$ cat config.mk
export PLATFORM = sky130hd
export DESIGN_NAME = rdyack_rr_arbiter
export DESIGN_NICKNAME = d
export VERILOG_FILES = /design/src/rtl/rdyack_arb_pkg.sv /design/src/rtl/rdyack_rr_pick.sv /design/src/rtl/rdyack_rr_arbiter.sv
export SDC_FILE = /design/constraint.sdc
export NUM_CORES = 1
export LEC_CHECK = 0
export BUFFER_PORTS_ARGS = -buffer_cell sky130_fd_sc_hd__buf_2
export CORE_MARGIN = 2
export CORE_UTILIZATION = 42
export CTS_CLUSTER_DIAMETER = 100
export DETAILED_ROUTE_END_ITERATION = 16
export PLACE_DENSITY = 0.78
export SYNTH_ARGS = -nofsm -noshare
export SYNTH_HDL_FRONTEND = slang
export SYNTH_SLANG_ARGS = --single-unit
$ cat constraint.sdc
create_clock -name clk -period 2.2 [get_ports clk]
set_input_delay 0.44 -clock clk [delete_from_list [all_inputs] [get_ports clk]]
set_output_delay 0.44 -clock clk [all_outputs]
set_load 0.02 [all_outputs]
$ cat src/rtl/rdyack_arb_pkg.sv
// Shared types and helpers for the round-robin rdy/ack arbiter.
package rdyack_arb_pkg;

  typedef enum logic {ARB_IDLE, ARB_LOCK} arb_state_e;

  // Width of a requester index; never narrower than one bit
  function automatic int sel_w(input int n);
    int w;
    w = $clog2(n);
    return (w < 1) ? 1 : w;
  endfunction

endpackage

$ cat src/rtl/rdyack_rr_pick.sv
// Rotating-priority encoder: returns the first set request bit found when
// scanning from ptr upwards and wrapping to 0. The request vector is doubled
// so the wrap needs no modulo arithmetic on the scan index.
module rdyack_rr_pick
  import rdyack_arb_pkg::*;
#(
  parameter int N = 4,
  localparam int SW = sel_w(N)
) (
  input  logic [N-1:0]  req,
  input  logic [SW-1:0] ptr,
  output logic          any,
  output logic [SW-1:0] idx
);

  localparam int DW = $clog2(2 * N);

  logic [2*N-1:0] reqDbl;
  logic [DW-1:0]  bitPos;
  logic           found;

  // Find-first-set over the doubled vector starting at ptr; idx falls back to ptr
  always_comb begin
    reqDbl = {req, req};
    any    = |req;
    idx    = ptr;
    found  = 1'b0;
    bitPos = '0;
    for (int k = 0; k < N; k++) begin
      bitPos = DW'(ptr) + DW'(k);
      if (!found && reqDbl[bitPos]) begin
        found = 1'b1;
        if (bitPos >= DW'(N)) begin
          bitPos = bitPos - DW'(N);
        end
        idx = SW'(bitPos);
      end
    end
  end

endmodule

$ cat src/rtl/rdyack_rr_arbiter.sv
// Round-robin arbiter sharing one rdy/ack channel among N sources, with the
// grant locked across multi-beat packets. Optional per-requester completed
// packet counters are built when RDYACK_ARB_CNT_EN is defined.
module rdyack_rr_arbiter
  import rdyack_arb_pkg::*;
#(
  parameter int N     = 4,
  parameter int CNT_W = 16,
  localparam int SW   = sel_w(N)
) (
  input  logic          clk,
  input  logic          rst,
  input  logic [N-1:0]  src_rdys,
  output logic [N-1:0]  src_acks,
  input  logic [N-1:0]  src_lasts,
  output logic          dst_rdy,
  input  logic          dst_ack,
  output logic [SW-1:0] dst_sel,
  output logic          dst_last,
  output logic          busy
`ifdef RDYACK_ARB_CNT_EN
  ,
  output logic [N*CNT_W-1:0] grant_cnt
`endif
);

  arb_state_e    state_q, state_d;
  logic [SW-1:0] ptr_q, ptr_d;
  logic [SW-1:0] lockSel_q, lockSel_d;

  logic          pickAny;
  logic [SW-1:0] pickIdx;
  logic          handshake;
  logic          pktDone;

  rdyack_rr_pick #(.N(N)) uPick (
    .req (src_rdys),
    .ptr (ptr_q),
    .any (pickAny),
    .idx (pickIdx)
  );

  // Successor index with an explicit wrap so N need not be a power of two
  function automatic logic [SW-1:0] nextIdx(input logic [SW-1:0] i);
    return (i == SW'(N - 1)) ? '0 : i + 1'b1;
  endfunction

  // Register state, priority pointer and locked requester
  always_ff @(posedge clk) begin
    if (rst) begin
      state_q   <= ARB_IDLE;
      ptr_q     <= '0;
      lockSel_q <= '0;
    end else begin
      state_q   <= state_d;
      ptr_q     <= ptr_d;
      lockSel_q <= lockSel_d;
    end
  end

  // Select the source, gate ack to it, and decide lock entry/exit
  always_comb begin
    state_d   = state_q;
    ptr_d     = ptr_q;
    lockSel_d = lockSel_q;
    src_acks  = '0;
    if (state_q == ARB_LOCK) begin
      dst_sel = lockSel_q;
      dst_rdy = src_rdys[lockSel_q];
    end else begin
      dst_sel = pickIdx;
      dst_rdy = pickAny;
    end
    dst_last  = src_lasts[dst_sel];
    handshake = dst_rdy && dst_ack;
    pktDone   = handshake && dst_last;
    if (handshake) begin
      src_acks[dst_sel] = 1'b1;
    end
    if (state_q == ARB_IDLE) begin
      if (dst_rdy) begin
        if (pktDone) begin
          ptr_d = nextIdx(dst_sel);
        end else begin
          state_d   = ARB_LOCK;
          lockSel_d = dst_sel;
        end
      end
    end else if (pktDone) begin
      state_d = ARB_IDLE;
      ptr_d   = nextIdx(lockSel_q);
    end
  end

  assign busy = (state_q == ARB_LOCK);

`ifdef RDYACK_ARB_CNT_EN
  logic [CNT_W-1:0] cnt_q [N];

  // Count completed packets per requester, holding at all-ones
  always_ff @(posedge clk) begin
    if (rst) begin
      for (int i = 0; i < N; i++) begin
        cnt_q[i] <= '0;
      end
    end else begin
      for (int i = 0; i < N; i++) begin
        if (pktDone && (dst_sel == SW'(i)) && (cnt_q[i] != '1)) begin
          cnt_q[i] <= cnt_q[i] + 1'b1;
        end
      end
    end
  end

  for (genvar g = 0; g < N; g++) begin : gCntOut
    assign grant_cnt[g*CNT_W +: CNT_W] = cnt_q[g];
  end
`endif

endmodule

==> run metrics <==
Worst setup SP type=input port; Initial Util=~44%; Setup CP Type=input port to output port; # IOs=20; Main synth FF type=dfxtp_1; fin util=81.9%; DR WL/cell=15.7 microns; total track usage=23.8%; Nets=120; Syn Area/Cell=9.17 sq um; Worst EP required=1.76 ns; clk sink count=5; max cap viols=0; DRT Wirelength=1.85 mm; area occupied by multi-input gates=572 sq um; Worst path max stage delay=about 0.58 ns; Seq cells post-synth=5; synthesized cell area=approximately 560 sq um; hold buffer count at cts=0; die footprint=0.00164 sq mm; RSZ-0062 raised after global routing=true; Top Usage Layer GRT=met2; post-synthesis cell type count=29; antenna cells=0; Max IR drop VDD=around 0.00046 V; largest net degree at the start of global routing=8; part of the Yosys area used for sequential elements=17.9%; drt pass-1 iters=2; Post-synth top cells=nand2b_1, dfxtp_1, ha_1; Slew @ Worst Pin=0.417 ns; DR vias=620; Buffers on Ports=19; clk_lat worst skew=0.24 ns; synth top area cells=dfxtp_1, ha_1, nand2b_1; clock skew=0.0119 ns; Post-synth EDFFs=0; dpl hpwl=about 1.3 mm; H-tree levels=1; GRT met1 Usage=27.4%; final slew viol count=0; critical path endpoint category=output port; antenna violations before repair=0; Yosys Warn Count=0; slowest CP cell=mux4_2; Final Hold Violating Endpoints=0; area leader, netlist=dfxtp_1; Hold WC Path Type=input port to register; post-route antenna net violation count=0; grt ovf=0; WP data arrival=1.90 ns; WP buf/inv=2; max_slew headroom=just over 70%; CTS Root Cell=clkbuf_4; die width=40.5 microns; PnR worst setup slack=-0.140 ns; CTS Buf Count=3; row cnt=13; Area Overhead vs Synth=85.7%; count leader, synth=nand2b_1; clk slew on worst S/H paths=0.06 ns; pwr dens=572 mW/mm^2; Crit Path Max Fanout=6; global-route wire length before repair=2.62 mm; Die Y-Extent=roughly 40 microns; crit share post-route=106%; number of global-route vias before repair=616; cell family with most CP delay=multiplexers; status=finished with violations; M3 GR Usage=between 1.5 and 2%; DR vias/cell=5.25; layout cells sized above 1=70.9%; asr flop ratio synth=0%; top-area cell type share of the netlist area=17.9%; Register Area=108 sq um; FILL cells=78; GPL Wtd Cong=roughly 0.8; met2 GRT Util=47.6%; static leakage=~0.45 nW; CP cell instances=buf_4 > nand2b_4 > a21boi_4 > o41ai_4 > mux4_2 > buf_6; post-route minimum period=2.34 ns; CTS tree=built; Core ar.=0.00127 sq mm; violated checks=negative setup slack; clk buf depth=2; Mapped Nets=between 70 and 80; initial DRC count=1; final setup fails=5; Syn Inst Count=61; Post-route DRC=0; fmax=427 MHz; total power=594 uW
cells in the final DEF (no fill, tap or decap), types with 2 or more instances in the layout:
cell,count
clkbuf_4,3
nor3_1,2
inv_1,2
a311oi_2,2
nand2b_1,5
and3_4,4
dfxtp_2,3
o21ai_1,2
mux2i_1,3
buf_6,7
nand2_1,3
ha_1,2
nand2b_4,3
a21oi_2,3
ha_4,2
buf_2,12
buf_4,21
final cells by class:
type | instances | area share [%]
multi-input cells | 50 | 55.1
well taps | 15 | 1.81
flip-flops and latches | 5 | 10.4
clock buffers | 4 | 2.53
repair buffers | 40 | 28.6
inverters | 4 | 1.69
layer usage:
| layer | vias up | share of wire (%) | routed length, microns |
|---|---|---|---|
| li1 | 312 | - | - |
| met1 | 299 | 42 | 769 |
| met2 | 9 | 57 | 1050 |
| met3 | 0 | 1.8 | 33 |
| met4 | 0 | 0 | 0 |
| met5 | - | 0 | 0 |
what timing repair did:
| action | in CTS | in global routing |
|---|---|---|
| gates cloned | 0 | 0 |
| setup endpoints to repair | 9 | 10 |
| setup buffers | 5 | 0 |
| gates resized for setup | 30 | 15 |
| pin swaps | 5 | 6 |
power by group:
part / total, mW / internal, mW / switching (mW)
registers: 0.121 / 0.104 / 0.0176
clock network: 0.111 / 0.0688 / 0.0417
logic: 0.362 / 0.184 / 0.177
worst paths after layout:
kind / cells past startpoint / startpoint / to / slack (ns)
worst max-delay path: 6 / src_rdys[3] / dst_last / -0.14
worst min-delay path: 2 / rst / ptr_q[1] / 0.45
worst max register to register: 7 / ptr_q[1] / lockSel_q[1] / 0
worst min register to register: 2 / lockSel_q[0] / lockSel_q[0] / 0.53
kinds of logic after synthesis:
logic type	synth area share (%)
simple gates	23.3
compound gates	29.1
buf+inv	4.47
mux	14.1
fa+ha+maj	11.2
flops	17.9
flip-flops by register name (all words and copies together), names as in the netlist:
name and count:
lockSel_q 2, ptr_q 2, busy 1
through the flow:
stage / instance area, sq um / setup WS (ns) / hold WS [ns] / std cells / setup TNS, ns
2_1_floorplan: 571 / -0.272 / 0.492 / 61 / -1.04
3_3_place_gp: 795 / -0.201 / 0.529 / 109 / -1.04
3_5_place_dp: 795 / -0.240 / 0.567 / 109 / -1.62
4_1_cts: 957 / -0.151 / 0.438 / 118 / -0.565
5_1_grt: 1040 / -0.216 / 0.443 / 118 / -1.31
6_report: 1040 / -0.140 / 0.447 / 118 / -0.612
(Power assumes the default switching activity.)
